[config.mk]
export PLATFORM = sky130hd
export DESIGN_NAME = dma_stream_packer
export DESIGN_NICKNAME = d
export VERILOG_FILES = /design/src/rtl/dsp_dma_pkg.sv /design/src/rtl/sync_fifo.sv /design/src/rtl/dma_stream_packer.sv
export SDC_FILE = /design/constraint.sdc
export NUM_CORES = 1
export LEC_CHECK = 0
export ABC_AREA = 1
export CELL_PAD_IN_SITES_DETAIL_PLACEMENT = 0
export CELL_PAD_IN_SITES_GLOBAL_PLACEMENT = 2
export CORE_MARGIN = 2
export CORE_UTILIZATION = 35
export DETAILED_ROUTE_END_ITERATION = 8
export DONT_BUFFER_PORTS = 1
export PLACE_DENSITY = 0.64
export SKIP_LAST_GASP = 1
export SYNTH_ARGS = -nofsm -noshare
export SYNTH_HDL_FRONTEND = slang
export SYNTH_SLANG_ARGS = --single-unit
[constraint.sdc]
create_clock -name clk -period 2.7 [get_ports clk]
set_input_delay 0.405 -clock clk [delete_from_list [all_inputs] [get_ports clk]]
set_output_delay 0.405 -clock clk [all_outputs]
set_load 0.1 [all_outputs]
[src/rtl/dsp_dma_pkg.sv]
// Shared constants for the DMA sample packing path: output word layout
// and the packer state encoding.
package dsp_dma_pkg;

  localparam int OUT_WIDTH = 32;
  localparam int LANE_OFS  = 16;

  // Packer states: fill lane 0, fill lane 1, present word
  localparam logic [1:0] ST_LO  = 2'd0;
  localparam logic [1:0] ST_HI  = 2'd1;
  localparam logic [1:0] ST_OUT = 2'd2;

endpackage

[src/rtl/sync_fifo.sv]
// Single-clock FIFO with registered full/empty and occupancy output.
// Read data is the head entry, visible the cycle after it is written.
module sync_fifo #(
  parameter int WIDTH = 13,
  parameter int DEPTH = 16,
  parameter int AW    = $clog2(DEPTH)
) (
  input  logic             clk,
  input  logic             reset_n,
  input  logic             wr_en,
  input  logic [WIDTH-1:0] wr_data,
  input  logic             rd_en,
  output logic [WIDTH-1:0] rd_data,
  output logic             full,
  output logic             empty,
  output logic [AW:0]      level
);

  localparam logic [AW:0] FULL_LVL = (AW+1)'(DEPTH);

  logic [WIDTH-1:0] mem [DEPTH];
  logic [AW-1:0]    wr_ptr, rd_ptr;
  logic             push, pop;

  // Full blocks writes even when a pop happens in the same cycle
  assign push    = wr_en & ~full;
  assign pop     = rd_en & ~empty;
  assign full    = (level == FULL_LVL);
  assign empty   = (level == '0);
  assign rd_data = mem[rd_ptr];

  // Storage array, no reset needed
  always_ff @(posedge clk) begin
    if (push) mem[wr_ptr] <= wr_data;
  end

  // Pointers and occupancy
  always_ff @(posedge clk or negedge reset_n) begin
    if (!reset_n) begin
      wr_ptr <= '0;
      rd_ptr <= '0;
      level  <= '0;
    end else begin
      if (push) wr_ptr <= wr_ptr + 1'b1;
      if (pop)  rd_ptr <= rd_ptr + 1'b1;
      case ({push, pop})
        2'b10:   level <= level + 1'b1;
        2'b01:   level <= level - 1'b1;
        default: level <= level;
      endcase
    end
  end

endmodule

[src/rtl/dma_stream_packer.sv]
// Packs DMA samples two per 32-bit word with block-end tagging, sticky
// overflow / short-block flags, and a valid/ready output handshake.
module dma_stream_packer
  import dsp_dma_pkg::*;
#(
  parameter int DATA_WIDTH = 12,
  parameter int BLOCK_SIZE = 8,
  parameter int FIFO_DEPTH = 16
) (
  input  logic                          clk,
  input  logic                          reset_n,
  input  logic [DATA_WIDTH-1:0]         in_data,
  input  logic                          in_valid,
  input  logic                          in_done,
  output logic [OUT_WIDTH-1:0]          out_data,
  output logic                          out_valid,
  input  logic                          out_ready,
  output logic                          out_last,
  input  logic                          clear_err,
  output logic                          overflow,
  output logic                          len_err,
  output logic [$clog2(FIFO_DEPTH):0]   fifo_level
);

  localparam int CW = (BLOCK_SIZE > 1) ? $clog2(BLOCK_SIZE) : 1;
  localparam logic [CW-1:0] LAST_IDX = CW'(BLOCK_SIZE - 1);

  logic [CW-1:0]         wr_cnt, cnt_nxt;
  logic                  last_tag, accept, drop, short_blk;
  logic                  f_full, f_empty, pop;
  logic [DATA_WIDTH:0]   f_rd;
  logic [1:0]            state;
  logic [DATA_WIDTH-1:0] lane0, lane1;

  assign last_tag  = (wr_cnt == LAST_IDX);
  assign accept    = in_valid & ~f_full;
  assign drop      = in_valid & f_full;
  assign short_blk = in_done & (cnt_nxt != '0);

  // Block index after this cycle's write, before any in_done override
  always_comb begin
    cnt_nxt = wr_cnt;
    if (accept) cnt_nxt = last_tag ? '0 : wr_cnt + 1'b1;
  end

  // Block sample counter; a short in_done restarts the block
  always_ff @(posedge clk or negedge reset_n) begin
    if (!reset_n) wr_cnt <= '0;
    else          wr_cnt <= short_blk ? '0 : cnt_nxt;
  end

  // Sticky flags, a set in the same cycle beats clear_err
  always_ff @(posedge clk or negedge reset_n) begin
    if (!reset_n) begin
      overflow <= 1'b0;
      len_err  <= 1'b0;
    end else begin
      overflow <= drop      | (overflow & ~clear_err);
      len_err  <= short_blk | (len_err  & ~clear_err);
    end
  end

  sync_fifo #(
    .WIDTH (DATA_WIDTH + 1),
    .DEPTH (FIFO_DEPTH)
  ) u_fifo (
    .clk     (clk),
    .reset_n (reset_n),
    .wr_en   (in_valid),
    .wr_data ({last_tag, in_data}),
    .rd_en   (pop),
    .rd_data (f_rd),
    .full    (f_full),
    .empty   (f_empty),
    .level   (fifo_level)
  );

  // Never pop while a finished word is waiting for the consumer
  assign pop = (state != ST_OUT) & ~f_empty;

  // Packer FSM: LO fills lane 0, HI fills lane 1, OUT waits for ready
  always_ff @(posedge clk or negedge reset_n) begin
    if (!reset_n) begin
      state    <= ST_LO;
      lane0    <= '0;
      lane1    <= '0;
      out_last <= 1'b0;
    end else begin
      case (state)
        ST_LO: if (!f_empty) begin
          lane0 <= f_rd[DATA_WIDTH-1:0];
          if (f_rd[DATA_WIDTH]) begin
            // block ended on an odd sample: pad lane 1
            lane1    <= '0;
            out_last <= 1'b1;
            state    <= ST_OUT;
          end else begin
            state <= ST_HI;
          end
        end
        ST_HI: if (!f_empty) begin
          lane1    <= f_rd[DATA_WIDTH-1:0];
          out_last <= f_rd[DATA_WIDTH];
          state    <= ST_OUT;
        end
        ST_OUT: if (out_ready) state <= ST_LO;
        default: state <= ST_LO;
      endcase
    end
  end

  assign out_valid = (state == ST_OUT);

  // Lane placement into the output word, unused bits zero
  always_comb begin
    out_data = '0;
    out_data[DATA_WIDTH-1:0]          = lane0;
    out_data[LANE_OFS+:DATA_WIDTH]    = lane1;
  end

endmodule

# Word level (Yosys, flattened, before mapping)
# Memories as Yosys holds them, arrays and structs flattened.
# Index checks and enable logic that the tools add are counted.
[totals] register_bits=45 latch_bits=0 ramBits=208 rom_bits=0 inputBits=18 output_inout_bits=41 word_cells=66 memories=1
[mem_list] memory="u_fifo.mem" depth=16 width=13 read_ports=1 rd_clocked_by_memory_dff=0 write_ports=1 line="sync_fifo.sv:21" rtl="logic [WIDTH-1:0] mem [DEPTH];"
[classes] addsub=5 multipliers=0 div=0 n_lt_le_gt_ge=0 eq_ne=11 shift=0 muxes=19 bitwise_logic=12 reduce_logical=8
[op_table] operator="$mux 12" count=3
[op_table] operator="$pmux 12 s2" count=1
[op_table] operator="$pmux 5 s2" count=1
[op_table] operator="$mux 3" count=3
[op_table] operator="$add 4x1->4 const B" count=2
[op_table] operator="$mux 2" count=4
[op_table] operator="$ne 2x2->1 const B" count=4
[op_table] operator="$and 1x1->1" count=7
[op_table] operator="$pmux 2 s3" count=1
[op_table] operator="$add 5x1->5 const B" count=1
[op_table] operator="$eq 5x5->1 const B" count=1
[op_table] operator="$logic_not 5->1" count=1
[op_table] operator="$mux 1" count=5
[op_table] operator="$sub 5x1->5 const B" count=1
[op_table] operator="$eq 2x1->1 const B" count=2
[op_table] operator="$eq 2x2->1 const B" count=2
[op_table] operator="$reduce_and 4->1" count=1
[op_table] operator="$reduce_bool 2->1" count=2
[op_table] operator="$add 3x1->3 const B" count=1
[op_table] operator="$eq 3x3->1 const B" count=1
[op_table] operator="$not 1->1" count=3
[op_table] operator="$reduce_and 3->1" count=1
[op_table] operator="$reduce_bool 3->1" count=1
[op_table] operator="$logic_not 2->1" count=1
[op_table] operator="4 further kinds" count=5

# Logic depth before layout (Yosys ltp)
[logic_depth] depth_word=7 mapped_depth=14

# By module
# From an unflattened synthesis, not the netlist that was laid out.
[hier_totals] hier_cells=1072 area_unflattened_um2=11267.1
[modules_own_cells] mod="sync_fifo" instances=1 cells_each=932 area_each_um2=9744.3 seq_area_each_um2=6571.3
[modules_own_cells] mod="dma_stream_packer" instances=1 cells_each=140 area_each_um2=1522.7 seq_area_each_um2=800.8

# Least setup slack after synthesis
# Ideal clock, no wire load.
[synth_timing] path_kind="register to register" startpoint="register state[1]" endpoint="register u_fifo.level[4]" setup_time_ns=0.126 arrival_time_ns=3.404 slack_ns=-0.830 path_stages_with_launch=14 n_path_buf=0 cell_sequence="dfrtp_1 -> inv_1 -> nor2_1 -> inv_1 -> nand2_1 -> inv_1 -> ha_1 -> xor2_1 -> ha_1 -> a21oi_1 -> or2_2 -> o21ai_0 -> nand3_1 -> xor2_1"
[synth_via] elab_chain_len=5 elab_cells_between_ends=7 classes_between="eq/ne: 3; mux: 1; bitwise: 2; reduce/logical: 1"
[synth_rtl] item="start, declared" line="dma_stream_packer.sv:32" rtl="logic [1:0] state;"
[synth_rtl] item="start signal, assigned" line="dma_stream_packer.sv:84" rtl="state <= ST_LO;"
[synth_rtl] item="start signal, assigned" line="dma_stream_packer.sv:96" rtl="state <= ST_OUT;"
[synth_rtl] item="start signal, assigned" line="dma_stream_packer.sv:98" rtl="state <= ST_HI;"
[synth_rtl] item="$ne 2x2->1 *" line="dma_stream_packer.sv:79" rtl="assign pop = (state != ST_OUT) & ~f_empty;"
[synth_rtl] item="$and 1x1->1 *" line="dma_stream_packer.sv:79"
[synth_rtl] item="$and 1x1->1 *" line="sync_fifo.sv:27" rtl="assign pop = rd_en & ~empty;"
[synth_rtl] item="via u_fifo.pop" line="sync_fifo.sv:23" rtl="logic push, pop;"
[synth_rtl] item="$eq 2x1->1 / $eq 2x2->1 (equally long branches)" line="sync_fifo.sv:46" rtl="case ({push, pop})"
[synth_rtl] item="$pmux 5 s2 / $reduce_bool 2->1 (equally long branches)"
[synth_rtl] item="end signal, assigned" line="sync_fifo.sv:47" rtl="2'b10: level <= level + 1'b1;"
[synth_rtl] item="end signal, assigned" line="sync_fifo.sv:48" rtl="2'b01: level <= level - 1'b1;"
[synth_rtl] item="end signal, assigned" line="sync_fifo.sv:49" rtl="default: level <= level;"
[synth_rtl] item="end, declared" line="sync_fifo.sv:16" rtl="output logic [AW:0] level"
# Mark *: on every way through the listed nets, which the timed path passes. The rest lies on a longest branch.
# A chain may end at the register's enable or synchronous reset.

# Final worst setup path
[layout_timing] startpoint="register u_fifo.level[2]" endpoint="register u_fifo.level[4]"
[layout_via] elab_chain_len=6 elab_cells_between_ends=13 classes_between="add/sub: 2; eq/ne: 3; mux: 1; bitwise: 5; reduce/logical: 2"
[layout_rtl] item="$logic_not 5->1 *" line="sync_fifo.sv:29" rtl="assign empty = (level == '0);"
[layout_rtl] item="$not 1->1 (no source line) *"
[layout_rtl] item="$and 1x1->1" line="dma_stream_packer.sv:79"
[layout_rtl] item="$and 1x1->1 *" line="sync_fifo.sv:27"
[layout_rtl] item="via u_fifo.pop" line="sync_fifo.sv:23"
[layout_rtl] item="$eq 2x1->1 / $eq 2x2->1 (equally long branches)" line="sync_fifo.sv:46"
[layout_rtl] item="$pmux 5 s2 / $reduce_bool 2->1 (equally long branches)"
# Marked as above.

==> flow_summary.yaml <==
logic_synthesis:
  synth_async_sr_flop_share_pct: 17.8
  yosysWarnings: 0
  synthesized_cell_area_mm2: 0.0108
  yosysMostFrequentCell: "nand2_1"
  post_synth_main_area_contributors: "edfxtp_1, nand2_1, dfrtp_1"
  netlist-cell-type-count: 27
  yosysTopAreaCell: "edfxtp_1"
  seq_total_area_yosys_pct: 68.1
  post_synth_inst_count: 990
  yosys_top_cell_area_share_pct: 57.7
  synth_common_cells: "nand2_1, edfxtp_1, nand3_1, inv_1, nor2_1"
  ys_seq_elements: 253
  number_of_enable_type_register_cells_in_the_synthesized_netlist: 208
  avgSynthCellArea_um2: 10.9
  synthFlopType: "edfxtp_1"
critical_path:
  critical_path_peak_fanout: 6
  cp.buffers_inverters: 2
  crit_reg_reg_startpoint: "u_fifo.level[2]"
  worst_setup_path_start_kind: "register"
  r2r_setup_slack_ns: 0.27
  r2r_cells: 12
  endpoint_kind: "register"
  worstSetupPathType: "reg -> reg"
  crit_path_cell_trace: "inv_1, nand4_1, nand2_1, inv_1, ha_2, xor2_1, ha_1, a21oi_1, or2_2, o21ai_0, nand3_1, xor2_1"
  standard_cell_with_the_maximum_stage_delay_on_the_critical_path: "dfrtp_2"
  delay_contributed_by_the_slowest_stage_of_the_critical_path_ns: 0.40
  cpLargestDelayFamily: "simple AND/OR/NAND/NOR gates"
  arrival_ns: 2.86
  required_ns: 3.14
  r2r-end: "u_fifo.level[4]"
clocking:
  total_clock_buffers_created_by_cts: 30
  cts_tree: "done"
  htreeDepth: 1
  path_clk_slew_ns: 0.06
  max-clock-path-buffers: 3
  clk_latency_worst_skew_pair_ns: 0.55
  cts.sinks: 253
  root_buffer: "clkbuf_16"
grt:
  antenna_found_initial: 0
  first_global_vias: 6607
  grt-ovfl-total: 0
  grt.total_usage_pct: 17.0
  grt_pass1_wl_um: 41900
  grt_max_degree: 99
final_layout:
  layoutNonFillerInstCount: 1450
  insertedDiodeCount: 0
  nNetsFinal: 1061
  synthToLayoutAreaGrowth_pct: 15.1
  fraction_of_the_core_area_covered_by_cells_at_the_end_of_the_flow_pct: 40.8
  final_layout_size_suffix_gt1_share_pct: 9.49
  layout.filler_cells: 2955
power_and_ir_drop:
  switching_power_mw: 6.99
  pwr-share-clk_pct: 24.4
  power_share_of_the_sequential_group_pct: 41.6
  power.share.combinational_pct: 34.0
  netSwitchingFraction_pct: 44.8
  p_int_mw: 8.60
  power.ir.vdd_worst_v: 0.000673
  cellLeakagePower_nw: 5.04
  powerDensity_mw_per_mm2: 1250
sta:
  finalSetupViolations: 0
  timing_worst_slew_pin_value_ns: 0.963
  achievable_clock_frequency_mhz: 412
  min_period_over_period_pct: 89.9
  worst_clock_skew_ns: 0.0116
  worst_slew_margin_rel_pct: 35.8
  period_needed_ns: 2.43
  slew_violations: 0
  timing.final.hold_violations: 0
  totalNegativeSetupSlack_ns: 0
  grt_setup_unrepaired: "false"
floorplanning:
  core_area_mm2: 0.0305
  placementRows: 64
  die_area_mm2: 0.0323
  effective_utilization_at_floorplan_pct: 35.5
  dieHeight_um: 180
  die_width_um: 180
  ios: 59
worst_hold_path:
  hold_start: "in_valid"
  hp-class: "in -> reg"
  timing.hold.worst_path_depth: 3
  min_to: "u_fifo.wr_ptr[0]"
drt:
  total_length_of_routed_wires_um: 27800
  vias_per_cell: 4.73
  drc: 0
  drt-wirelength-per-cell_um: 19.2
  routed-via-count: 6855
  antenna_left: 0
  drtPass1Iterations: 4
  detailedRoute.firstIterationViolations: 399
placed_design:
  dp.final_hpwl_um: 16800
  dpl.cell_count: 1377
  port_buffers: 0
  gpl.final_weighted_congestion: 0.779
run_status:
  run_status: "finished, final reports clean"
run:
  maxCapViolCount: 0
## layer usage
| layer | part of all wire, % | track usage (%) | vias up |
|---|---|---|---|
| li1 | - | - | 3401 |
| met2 | 46 | 27.1 | 117 |
| met3 | 3.7 | 2.59 | 30 |
| met1 | 49 | 24.9 | 3307 |
| met4 | 1.6 | 3.38 | 0 |
| met5 | 0 | 0 | - |
## tightest hold or removal path, cell delays in order
cell	delay, ns
nand2_1	0.07
buf_4	0.17
xor2_1	0.07
## worst max-delay path by stage
stage                     slack, ns             from              end  depth (start not counted)
after floorplan                0.03  u_fifo.level[2]  u_fifo.level[4]                         12
after global placement         0.23  u_fifo.level[3]  u_fifo.level[4]                         12
after detailed placement       0.18  u_fifo.level[3]  u_fifo.level[4]                         12
after CTS                      0.16  u_fifo.level[3]  u_fifo.level[4]                         12
after global routing           0.05  u_fifo.level[2]  u_fifo.level[4]                         12
final                          0.27  u_fifo.level[2]  u_fifo.level[4]                         12
## placed cells by master (no fill, tap or decap), types with 2 or more instances in the layout
master,synthesis,routed
a21oi_1,18,18
a31oi_1,13,13
buf_12,0,4
buf_4,21,36
clkbuf_1,4,10
clkbuf_16,0,31
clkbuf_8,0,3
clkinv_1,0,2
clkinv_2,0,5
conb_1,1,8
dfrtp_1,45,38
dfrtp_2,0,6
dlygate4sd3_1,0,17
edfxtp_1,208,208
ha_1,10,9
inv_1,89,88
inv_2,2,3
nand2_1,309,309
nand2_2,3,3
nand2_4,2,2
nand3_1,108,108
nand4_1,4,4
nor2_1,62,61
o211ai_1,26,26
o21ai_0,21,21
o22ai_1,3,3
xnor2_1,2,2
xor2_1,8,8
## cells by family after synthesis
logic type | Yosys count | share of synthesized area, %
compound gates | 81 | 4.53
xor+xnor | 10 | 0.810
fa+ha+maj | 10 | 1.16
buf+inv | 145 | 6.72
flops | 253 | 68.1
other cells | 1 | 0.0347
simple gates | 490 | 18.6
## power groups by stage
stage                     combinational, mW  clock [mW]  sequential [mW]
after floorplan                        3.53           0             6.83
after global placement                 5.30           0             6.57
after detailed placement               5.29           0             6.58
after CTS                              5.39        3.90             6.51
after global routing                   5.93        4.05             6.55
final                                  5.30        3.80             6.49
## flip-flops by register name (all words and copies together), names as in the netlist
name / cells
out_last: 1
state: 2
wr_cnt: 3
u_fifo.rd_ptr: 4
lane0: 12
u_fifo.wr_ptr: 4
u_fifo.mem: 208
overflow: 1
len_err: 1
lane1: 12
u_fifo.level: 5
## layout make-up
cell class                 instances  area (um^2)  area share (%)
inverter                          91          342            2.74
tap                              396          495            3.98
timing repair buffer              58          548            4.40
clock inverter                     9         71.3           0.573
multi-input combinational        599         2760            22.1
clock buffer                      44          855            6.86
sequential                       253         7380            59.3
## repair_timing
action | in CTS | in global routing
hold endpoints to repair | 241 | 0
setup buffers | 0 | 2
gates resized for setup | 0 | 1
hold buffers | 18 | 0
setup endpoints to repair | 0 | 1
## stage by stage
| stage | cell area (um^2) | power, mW | hold slack, ns | setup slack, ns |
|---|---|---|---|---|
| floorplan | 10900 | 10.4 | 0.109 | 0.0303 |
| global placement | 11300 | 11.9 | 0.111 | 0.228 |
| detailed placement | 11300 | 11.9 | 0.111 | 0.176 |
| CTS | 12400 | 15.8 | 0.194 | 0.164 |
| global route | 12500 | 16.5 | 0.224 | 0.0482 |
| finish | 12500 | 15.6 | 0.217 | 0.271 |
No activity file was read; power rests on OpenSTA's default activity.
